## src/rtl/z80_bus_sequencer_if.sv

```systemverilog
// Bus bundle between the execution core / external bus and the Z80 bus sequencer.
// Latency: none (signal grouping only).
// Backpressure: none; the core must hold start until the cycle is accepted (busy low or done pulse).
//
// Ports:
//   request side : start, cycle_type, io_write, addr, wdata, i_reg
//   external bus : data_in, wait_n (in); a, d_out, d_oe, m1_n, mreq_n, iorq_n, rd_n, wr_n, rfsh_n (out)
//   status       : busy, done, rdata, r_reg
interface z80_bus_sequencer_if;
    logic        start;
    logic [1:0]  cycle_type;
    logic        io_write;
    logic [15:0] addr;
    logic [7:0]  wdata;
    logic [7:0]  i_reg;
    logic [7:0]  data_in;
    logic        wait_n;

    logic [15:0] a;
    logic [7:0]  d_out;
    logic        d_oe;
    logic        m1_n;
    logic        mreq_n;
    logic        iorq_n;
    logic        rd_n;
    logic        wr_n;
    logic        rfsh_n;
    logic        busy;
    logic        done;
    logic [7:0]  rdata;
    logic [6:0]  r_reg;

    // master: the sequencer itself
    modport master (
        input  start, cycle_type, io_write, addr, wdata, i_reg, data_in, wait_n,
        output a, d_out, d_oe, m1_n, mreq_n, iorq_n, rd_n, wr_n, rfsh_n,
        output busy, done, rdata, r_reg
    );

    // slave: the core plus external memory/I/O that talk to the sequencer
    modport slave (
        output start, cycle_type, io_write, addr, wdata, i_reg, data_in, wait_n,
        input  a, d_out, d_oe, m1_n, mreq_n, iorq_n, rd_n, wr_n, rfsh_n,
        input  busy, done, rdata, r_reg
    );
endinterface

```

## src/rtl/z80_bus_sequencer.sv

```systemverilog
// Z80 external bus cycle generator: M1 fetch + refresh, memory read/write, I/O read/write.
// Latency: T1p0 one clk after accept; 8/6/6/8 clk for M1/mem rd/mem wr/IO, +2 clk per wait state.
// Backpressure: a new request is accepted only when idle or in the done slot; wait_n stretches cycles.
//
// Ports: clk (2x T-state rate), reset_n (async, active-low), bus (z80_bus_sequencer_if.master).
// Every bus output is a flop: the combinational block computes the value for the *next* slot.
module z80_bus_sequencer (
    input  logic                 clk,
    input  logic                 reset_n,
    z80_bus_sequencer_if.master  bus
);
    typedef enum logic [2:0] {S_IDLE, S_T1, S_T2, S_TW, S_T3, S_T4} state_t;

    localparam logic [1:0] CT_M1  = 2'd0;
    localparam logic [1:0] CT_MRD = 2'd1;
    localparam logic [1:0] CT_MWR = 2'd2;
    localparam logic [1:0] CT_IO  = 2'd3;

    state_t      state, state_nxt;
    logic        phase, phase_nxt;

    // request fields latched at accept
    logic [1:0]  cyc_type;
    logic        cyc_iow;
    logic [7:0]  cyc_wdata;
    logic [7:0]  cyc_i;

    // registered outputs and their next-slot values
    logic [15:0] a_q,      a_nxt;
    logic [7:0]  d_out_q,  d_out_nxt;
    logic        d_oe_q,   d_oe_nxt;
    logic        m1_q,     m1_nxt;
    logic        mreq_q,   mreq_nxt;
    logic        iorq_q,   iorq_nxt;
    logic        rd_q,     rd_nxt;
    logic        wr_q,     wr_nxt;
    logic        rfsh_q,   rfsh_nxt;
    logic        busy_q,   busy_nxt;
    logic        done_q,   done_nxt;
    logic [7:0]  rdata_q,  rdata_nxt;
    logic [6:0]  r_q,      r_nxt;

    logic        accept;
    logic [1:0]  nxt_type;
    logic        nxt_iow;
    logic        cur_is_read;
    logic        cur_is_write;
    logic        nxt_is_write;
    logic        last_sample;
    logic        early_slot;
    logic        t3p0_slot;
    logic        io_slot;
    logic        wr_slot;
    logic        data_slot;

    always_comb begin
        accept       = bus.start && (!busy_q || done_q);
        nxt_type     = accept ? bus.cycle_type : cyc_type;
        nxt_iow      = accept ? bus.io_write   : cyc_iow;
        cur_is_write = (cyc_type == CT_MWR) || ((cyc_type == CT_IO) && cyc_iow);
        cur_is_read  = !cur_is_write;
        nxt_is_write = (nxt_type == CT_MWR) || ((nxt_type == CT_IO) && nxt_iow);

        // I/O skips the T2p1 sample: its first sample is in the automatic TW.
        last_sample  = phase && bus.wait_n &&
                       (((state == S_T2) && (cyc_type != CT_IO)) || (state == S_TW));

        state_nxt = state;
        phase_nxt = ~phase;
        case (state)
            S_IDLE: begin
                phase_nxt = 1'b0;
                if (accept) state_nxt = S_T1;
            end
            S_T1: if (phase) state_nxt = S_T2;
            S_T2: if (phase) state_nxt = ((cyc_type == CT_IO) || !bus.wait_n) ? S_TW : S_T3;
            S_TW: if (phase && bus.wait_n) state_nxt = S_T3;
            S_T3: if (phase) state_nxt = (cyc_type == CT_M1) ? S_T4 : (accept ? S_T1 : S_IDLE);
            S_T4: if (phase) state_nxt = accept ? S_T1 : S_IDLE;
            default: begin
                state_nxt = S_IDLE;
                phase_nxt = 1'b0;
            end
        endcase
        if (state_nxt == S_IDLE) phase_nxt = 1'b0;

        // slot classes of the next slot; TW reuses the T2p1 strobe pattern
        early_slot = ((state_nxt == S_T1) && phase_nxt) || (state_nxt == S_T2) || (state_nxt == S_TW);
        t3p0_slot  = (state_nxt == S_T3) && !phase_nxt;
        io_slot    = (state_nxt == S_T2) || (state_nxt == S_TW) || t3p0_slot;
        wr_slot    = ((state_nxt == S_T2) && phase_nxt) || (state_nxt == S_TW) || t3p0_slot;
        data_slot  = ((state_nxt == S_T1) && phase_nxt) || (state_nxt == S_T2) ||
                     (state_nxt == S_TW) || (state_nxt == S_T3);

        m1_nxt   = 1'b1;
        mreq_nxt = 1'b1;
        iorq_nxt = 1'b1;
        rd_nxt   = 1'b1;
        wr_nxt   = 1'b1;
        rfsh_nxt = 1'b1;
        d_oe_nxt = 1'b0;
        case (nxt_type)
            CT_M1: begin
                m1_nxt   = !((state_nxt == S_T1) || (state_nxt == S_T2) || (state_nxt == S_TW));
                mreq_nxt = !(early_slot || ((state_nxt == S_T3) && phase_nxt) ||
                             ((state_nxt == S_T4) && !phase_nxt));
                rd_nxt   = !early_slot;
                rfsh_nxt = !((state_nxt == S_T3) || (state_nxt == S_T4));
            end
            CT_MRD: begin
                mreq_nxt = !(early_slot || t3p0_slot);
                rd_nxt   = !(early_slot || t3p0_slot);
            end
            CT_MWR: begin
                mreq_nxt = !(early_slot || t3p0_slot);
                wr_nxt   = !wr_slot;
                d_oe_nxt = data_slot;
            end
            default: begin
                iorq_nxt = !io_slot;
                if (nxt_iow) begin
                    wr_nxt   = !io_slot;
                    d_oe_nxt = data_slot;
                end else begin
                    rd_nxt   = !io_slot;
                end
            end
        endcase

        // a only moves at T1p0 and at the M1 refresh slot; otherwise it holds
        a_nxt = a_q;
        if (accept)
            a_nxt = bus.addr;
        else if (t3p0_slot && (cyc_type == CT_M1))
            a_nxt = {cyc_i, 1'b0, r_q};

        d_out_nxt = d_out_q;
        if ((state_nxt == S_T1) && phase_nxt && nxt_is_write)
            d_out_nxt = cyc_wdata;

        rdata_nxt = (last_sample && cur_is_read) ? bus.data_in : rdata_q;

        // refresh counter steps as the M1 done slot ends, wrapping at 128
        r_nxt = ((state == S_T4) && phase) ? r_q + 7'd1 : r_q;

        busy_nxt = (state_nxt != S_IDLE);
        done_nxt = ((state_nxt == S_T3) && phase_nxt && (nxt_type != CT_M1)) ||
                   ((state_nxt == S_T4) && phase_nxt);
    end

    always_ff @(posedge clk or negedge reset_n) begin
        if (!reset_n) begin
            state     <= S_IDLE;
            phase     <= 1'b0;
            cyc_type  <= CT_M1;
            cyc_iow   <= 1'b0;
            cyc_wdata <= 8'h00;
            cyc_i     <= 8'h00;
            a_q       <= 16'h0000;
            d_out_q   <= 8'h00;
            d_oe_q    <= 1'b0;
            m1_q      <= 1'b1;
            mreq_q    <= 1'b1;
            iorq_q    <= 1'b1;
            rd_q      <= 1'b1;
            wr_q      <= 1'b1;
            rfsh_q    <= 1'b1;
            busy_q    <= 1'b0;
            done_q    <= 1'b0;
            rdata_q   <= 8'h00;
            r_q       <= 7'h00;
        end else begin
            state     <= state_nxt;
            phase     <= phase_nxt;
            if (accept) begin
                cyc_type  <= bus.cycle_type;
                cyc_iow   <= bus.io_write;
                cyc_wdata <= bus.wdata;
                cyc_i     <= bus.i_reg;
            end
            a_q       <= a_nxt;
            d_out_q   <= d_out_nxt;
            d_oe_q    <= d_oe_nxt;
            m1_q      <= m1_nxt;
            mreq_q    <= mreq_nxt;
            iorq_q    <= iorq_nxt;
            rd_q      <= rd_nxt;
            wr_q      <= wr_nxt;
            rfsh_q    <= rfsh_nxt;
            busy_q    <= busy_nxt;
            done_q    <= done_nxt;
            rdata_q   <= rdata_nxt;
            r_q       <= r_nxt;
        end
    end

    assign bus.a      = a_q;
    assign bus.d_out  = d_out_q;
    assign bus.d_oe   = d_oe_q;
    assign bus.m1_n   = m1_q;
    assign bus.mreq_n = mreq_q;
    assign bus.iorq_n = iorq_q;
    assign bus.rd_n   = rd_q;
    assign bus.wr_n   = wr_q;
    assign bus.rfsh_n = rfsh_q;
    assign bus.busy   = busy_q;
    assign bus.done   = done_q;
    assign bus.rdata  = rdata_q;
    assign bus.r_reg  = r_q;
endmodule

```

## src/flat_wrapper.sv

```systemverilog
// flat-port wrapper written by rule: the top's interface ports become plain ports
module z80_bus_sequencer_flat 
  (clk, reset_n, bus_start, bus_cycle_type, bus_io_write, bus_addr, bus_wdata, bus_i_reg, bus_data_in, bus_wait_n, bus_a, bus_d_out, bus_d_oe, bus_m1_n, bus_mreq_n, bus_iorq_n, bus_rd_n, bus_wr_n, bus_rfsh_n, bus_busy, bus_done, bus_rdata, bus_r_reg);
  z80_bus_sequencer_if bus_i ();
  input  logic clk;
  input  logic reset_n;
  input wire logic [$bits(bus_i.start)-1:0] bus_start;
  input wire logic [$bits(bus_i.cycle_type)-1:0] bus_cycle_type;
  input wire logic [$bits(bus_i.io_write)-1:0] bus_io_write;
  input wire logic [$bits(bus_i.addr)-1:0] bus_addr;
  input wire logic [$bits(bus_i.wdata)-1:0] bus_wdata;
  input wire logic [$bits(bus_i.i_reg)-1:0] bus_i_reg;
  input wire logic [$bits(bus_i.data_in)-1:0] bus_data_in;
  input wire logic [$bits(bus_i.wait_n)-1:0] bus_wait_n;
  output wire logic [$bits(bus_i.a)-1:0] bus_a;
  output wire logic [$bits(bus_i.d_out)-1:0] bus_d_out;
  output wire logic [$bits(bus_i.d_oe)-1:0] bus_d_oe;
  output wire logic [$bits(bus_i.m1_n)-1:0] bus_m1_n;
  output wire logic [$bits(bus_i.mreq_n)-1:0] bus_mreq_n;
  output wire logic [$bits(bus_i.iorq_n)-1:0] bus_iorq_n;
  output wire logic [$bits(bus_i.rd_n)-1:0] bus_rd_n;
  output wire logic [$bits(bus_i.wr_n)-1:0] bus_wr_n;
  output wire logic [$bits(bus_i.rfsh_n)-1:0] bus_rfsh_n;
  output wire logic [$bits(bus_i.busy)-1:0] bus_busy;
  output wire logic [$bits(bus_i.done)-1:0] bus_done;
  output wire logic [$bits(bus_i.rdata)-1:0] bus_rdata;
  output wire logic [$bits(bus_i.r_reg)-1:0] bus_r_reg;
  assign bus_i.start = bus_start;
  assign bus_i.cycle_type = bus_cycle_type;
  assign bus_i.io_write = bus_io_write;
  assign bus_i.addr = bus_addr;
  assign bus_i.wdata = bus_wdata;
  assign bus_i.i_reg = bus_i_reg;
  assign bus_i.data_in = bus_data_in;
  assign bus_i.wait_n = bus_wait_n;
  assign bus_a = bus_i.a;
  assign bus_d_out = bus_i.d_out;
  assign bus_d_oe = bus_i.d_oe;
  assign bus_m1_n = bus_i.m1_n;
  assign bus_mreq_n = bus_i.mreq_n;
  assign bus_iorq_n = bus_i.iorq_n;
  assign bus_rd_n = bus_i.rd_n;
  assign bus_wr_n = bus_i.wr_n;
  assign bus_rfsh_n = bus_i.rfsh_n;
  assign bus_busy = bus_i.busy;
  assign bus_done = bus_i.done;
  assign bus_rdata = bus_i.rdata;
  assign bus_r_reg = bus_i.r_reg;
  z80_bus_sequencer u_core (.clk(clk), .reset_n(reset_n), .bus(bus_i));
endmodule
```

## config.mk

```make
export PLATFORM = sky130hd
export DESIGN_NAME = z80_bus_sequencer_flat
export DESIGN_NICKNAME = d
export VERILOG_FILES = /design/src/rtl/z80_bus_sequencer_if.sv /design/src/rtl/z80_bus_sequencer.sv /design/src/flat_wrapper.sv
export SDC_FILE = /design/constraint.sdc
export NUM_CORES = 1
export LEC_CHECK = 0
export BUFFER_PORTS_ARGS = -buffer_cell sky130_fd_sc_hd__clkbuf_2
export CAP_MARGIN = 0
export CORE_ASPECT_RATIO = 0.9
export CORE_MARGIN = 2
export CORE_UTILIZATION = 52
export CTS_CLUSTER_DIAMETER = 200
export DETAILED_ROUTE_END_ITERATION = 12
export PLACE_DENSITY = 0.87
export SETUP_SLACK_MARGIN = 0.02
export SKIP_LAST_GASP = 1
export SYNTH_ARGS = -nofsm -noshare
export SYNTH_HDL_FRONTEND = slang
export SYNTH_SLANG_ARGS = --single-unit
```

## constraint.sdc

```tcl
create_clock -name clk -period 3 [get_ports clk]
set_input_delay 0.3 -clock clk [delete_from_list [all_inputs] [get_ports clk]]
set_output_delay 0.3 -clock clk [all_outputs]
set_load 0.03 [all_outputs]
```

**Word level (Yosys, flattened, before mapping)**

Cells that the tools add are included.

- Word-level logic and storage cells: 121
- Input port bits: 47
- Bits in registers: 71
- Output and inout bits: 48

- Reductions and logical operators: 58
- Equal/unequal tests: 16
- Bitwise operators: 1
- $add $sub $neg: 1
- Muxes and demuxes: 26

Operators by type and width:

| kind | number |
|---|---|
| $mux W16 | 2 |
| $mux W3 | 8 |
| $logic_or A1 B1 Y1 | 19 |
| $pmux W3 S6 | 1 |
| $logic_and A1 B1 Y1 | 17 |
| $eq A3 B2 Y1 const B | 4 |
| $eq A3 B3 Y1 const B | 4 |
| $logic_not A1 Y1 | 11 |
| $mux W1 | 10 |
| $eq A2 B2 Y1 const B | 4 |
| $add A7 B1 Y7 const B | 1 |
| $eq A3 B1 Y1 const B | 2 |
| $logic_not A3 Y1 | 2 |
| $pmux W1 S2 | 3 |
| $reduce_or A5 Y1 | 1 |
| $logic_not A2 Y1 | 2 |
| $reduce_bool A2 Y1 | 2 |
| $reduce_or A2 Y1 | 2 |
| $pmux W1 S3 | 1 |
| $reduce_bool A3 Y1 | 1 |
| $reduce_or A3 Y1 | 1 |
| $eq A2 B1 Y1 const B | 1 |
| $mux W2 | 1 |
| $ne A2 B2 Y1 const B | 1 |
| $not A1 Y1 | 1 |

**Depth between registers and ports, before layout**

- Depth after elaboration: 16
- Mapped depth: 11
- Gate-level depth less buffers: 9

**Worst setup path after synthesis**

OpenSTA, ideal clock, no wires.

- Path type: register to register
- Start: reg u_core.busy_q, in the netlist u_core.bus.busy
- End: reg u_core.d_out_q[0], in the netlist u_core.bus.d_out[0]
- Slack: 463 ps
- Path buffers: 3
- Required time: 2875 ps
- Setup time: 125 ps
- Clock period less this slack: 2537 ps
- Arrival time: 2412 ps
- Cell stages (with the launch flop): 12
- Cell sequence: dfrtp_1 > inv_1 > o21ai_1 > clkbuf_1 > clkbuf_1 > nand2_1 > nand2_1 > ha_1 > a21oi_1 > and3b_1 > buf_6 > mux2_4

- Elaborated cells between the ends (all ways): 20
- Classes of those cells: 3 x eq/ne; 9 x mux; 8 x reduce/logical

RTL lines:

| element | line | text |
|---|---|---|
| from (decl) | z80_bus_sequencer.sv:38 | `logic busy_q, busy_nxt;` |
| from (signal assigned) | z80_bus_sequencer.sv:190 | `busy_q <= busy_nxt;` |
| $logic_not A1 Y1 (*) | z80_bus_sequencer.sv:57 | `accept = bus.start && (!busy_q \|\| done_q);` |
| $logic_or A1 B1 Y1 (*) | z80_bus_sequencer.sv:57 |  |
| $logic_and A1 B1 Y1 (*) | z80_bus_sequencer.sv:57 |  |
| $mux W2 (*) | - |  |
| net u_core.nxt_type[1] | z80_bus_sequencer.sv:44 | `logic [1:0] nxt_type;` |
| $eq A2 B2 Y1 | z80_bus_sequencer.sv:62 | `nxt_is_write = (nxt_type == CT_MWR) \|\| ((nxt_type == CT_IO) && nxt_iow);` |
| $logic_and A1 B1 Y1 | z80_bus_sequencer.sv:62 |  |
| $logic_or A1 B1 Y1 (*) | z80_bus_sequencer.sv:62 |  |
| $logic_and A1 B1 Y1 (*) | z80_bus_sequencer.sv:138 | `if ((state_nxt == S_T1) && phase_nxt && nxt_is_write)` |
| to (signal assigned) | z80_bus_sequencer.sv:182 | `d_out_q <= d_out_nxt;` |
| to (decl) | z80_bus_sequencer.sv:30 | `logic [7:0] d_out_q, d_out_nxt;` |

The timed path passes the listed nets; every way through them passes the cells marked *.
A chain may end at the register's enable or synchronous reset.

**Worst setup path after layout**

- Start: reg u_core.busy_q, in the netlist u_core.bus.busy
- End: reg u_core.d_out_q[1], in the netlist u_core.bus.d_out[1]

The elaborated chain is that of the path after synthesis.

==> reports/results.tsv <==
metric	value	unit
gp_congestion	0.948	
ctsResizeCount	0	
io_buffers	94	
r2r_start	u_core.bus.busy$_DFF_PN0_	
combinationalPowerShare	47.6	%
maxCapViolCount	0	
top_layer_used	met4	
clock.fmax	0.387	GHz
wl_met3	779	um
core-area	0.00618	mm^2
wl_met2	3970	um
largest_reg_flops	16	
slew_viol_final	0	
avgSynthCellArea	10.7	um^2
fin_tns_setup	0	ns
yosys.cell_types.count	48	
grt_pass1_wl	13700	um
fin_skew	0.00663	ns
p_leak	0.00206	uW
tightest_slew	0.863	ns
final_common_cell	clkbuf_2	
whs	0.0555	ns
design.die.area	0.00713	mm^2
p_sw	2250	uW
hold_buffers	0	
syn-cell-area	0.00337	mm^2
min_path_type	in2async	
postRouteAntennaNets	0	
dr.pass1.iters	5	
critical_path_arrival	2.83	ns
clockBufferDepth	2	
drive_gt1_share	35.3	%
die_h	80.3	um
ff_latch_area	0.00178	mm^2
p_sw_share	43.9	%
required	3.24	ns
wl_met1	3410	um
crit_path_start	u_core.bus.busy$_DFF_PN0_	
regToRegSetupSlack	0.41	ns
hold_violations	0	
multi_input_area	0.00144	mm^2
cts_buffers	9	
postCtsSetupBuffers	0	
syn-num-nets	370	
ys_warn_count	0	
path_class	reg2reg	
peakVddDrop	0.000528	V
path_cells	inv_1 > o21ai_2 > nand2_1 > nand2_1 > ha_1 > a21oi_1 > and3b_1 > mux2_4	
grt_pass1_vias	2827	
grt_max_degree	38	
synthCells	316	
start_kind	flop	
first_iter_violations	348	
antenna_cells	0	
critPathMaxFanout	17	
wl	8290	um
dp.final_hpwl	5960	um
fp.dieW	88.8	um
clk_pin_slew	0.08	ns
grt_remaining_overflow	0	
cts_tree	built	
setup_violations	0	
cp_num_buf_inv	1	
pwr-share-seq	32.4	%
p_per_area	1220	mW/mm^2
fin_nets	463	
remaining_drc_errors	0	
detail_route.vias_per_cell	5.65	
clock_latency	0.35	ns
rsz0062_at_grt	false	
fin_crit_sh	86.2	%
yosysSeqAreaShare	53.0	%
place_area	0.00392	mm^2
cpLargestDelayFamily	simple AND/OR/NAND/NOR gates	
cpPeakStageDelay	0.58	ns
ys_ff_latch	71	
path_common_cell	nand2_1	
ioPinCount	95	
core.rowCount	27	
ctsHtreeMaxLevel	3	
clkSinkCount	71	
pwr-share-clk	20.0	%
nFillCells	473	
area_growth	24.5	%
layout_common_cells	clkbuf_2 (93), dfrtp_1 (65), nand2_1 (57)	
fin_area	0.00419	mm^2
wl_per_cell	16.5	um
antenna_found_initial	0	
fin_crit	2.59	ns
vias	2831	
root_buffer	clkbuf_8	
async_flop_share	100	%
crit_path_end_kind	flop	
run_status	complete, no violations	
synth-main-ff-cell	dfrtp_1	
p_int	2870	uW
slowest_stage	o21ai_2	
track_usage	25.2	%
slew_headroom	42.4	%
start_util	54.4	%
synth_edf_count	0	
[routing by layer]
metal / GRT usage [%] / up-vias
li1: - / 1316
met2: 40.2 / 133
met3: 9.56 / 15
met1: 32.0 / 1367
met5: 0 / -
met4: 6.97 / 0
[per-stage QoR]
stage | util, % | power (uW) | std cells | setup WS, ns
floorplan | - | 3390 | 316 | 0.463
global placement | 63.5 | 4010 | 485 | 0.527
detailed placement | 63.5 | 4100 | 485 | 0.403
CTS | 67.8 | 5120 | 501 | 0.370
global route | 67.8 | 5430 | 501 | 0.147
finish | 67.8 | 5120 | 501 | 0.414
[worst register-to-register path: cells and delay by family (launching register included)]
family | cells | cell delay [ns]
mux | 1 | 0.35
flops | 1 | 0.35
simple gates | 3 | 0.84
fa+ha+maj | 1 | 0.23
compound gates | 2 | 0.63
buf+inv | 1 | 0.07
[power by group through the flow]
stage / clock network (uW) / registers [uW] / logic [uW]
2_1_floorplan: 0 / 2120 / 1260
3_3_place_gp: 0 / 1650 / 2360
3_5_place_dp: 0 / 1670 / 2430
4_1_cts: 1030 / 1660 / 2440
5_1_grt: 1070 / 1710 / 2650
6_report: 1020 / 1660 / 2440
[final cells by class]
type	count	area share, %
multi-input combinational	211	34.3
clock buffer	9	2.96
clock inverter	7	3.43
tap	87	2.60
timing repair buffer	101	12.8
sequential	71	42.6
inverter	15	1.34
[Yosys cell counts (all sizes together), types with 4 or more instances]
cell type  number  share of area (%)
a21o            8                1.8
and2           11                2.1
buf             5                1.1
clkbuf         14                1.6
dfrtp          65                 48
dfstp           6                4.7
ha              7                2.6
inv            15                1.7
mux2           16                6.2
nand2          57                6.4
nand3          10                1.5
nand4          11                2.0
nor2            8               0.89
nor2b           7                1.3
nor3            4               0.59
o211ai          4               0.89
o21ai           5               0.74
o311ai         20                5.2
xnor2           6                1.6
[worst paths after layout]
kind	cells past startpoint	to
min in group clk	3	u_core.cyc_wdata[4]$_DFFE_PN0N_
max in group asynchronous	2	u_core.bus.rd_n$_DFF_PN1_
min reg2reg	2	u_core.cyc_wdata[4]$_DFFE_PN0N_
min	1	u_core.bus.a[2]$_DFFE_PN0P_
max reg2reg	8	u_core.bus.d_out[1]$_DFFE_PN0P_
max	8	u_core.bus.d_out[1]$_DFFE_PN0P_
[kinds of logic (layout without fill, tap and decap cells)]
group                    Yosys count  count (layout)  synth area share (%)
flip-flops                        71              71                  53.0
adder cells (fa/ha/maj)            7               7                  2.60
multiplexers                      18              18                  6.84
AND/OR/NAND/NOR                  116             116                  16.5
XOR/XNOR                           6               6                  1.56
buffers and inverters             34             132                  4.35
AO/OA/AOI/OAI                     64              64                  15.1
No activity file was read; power rests on OpenSTA's default activity.
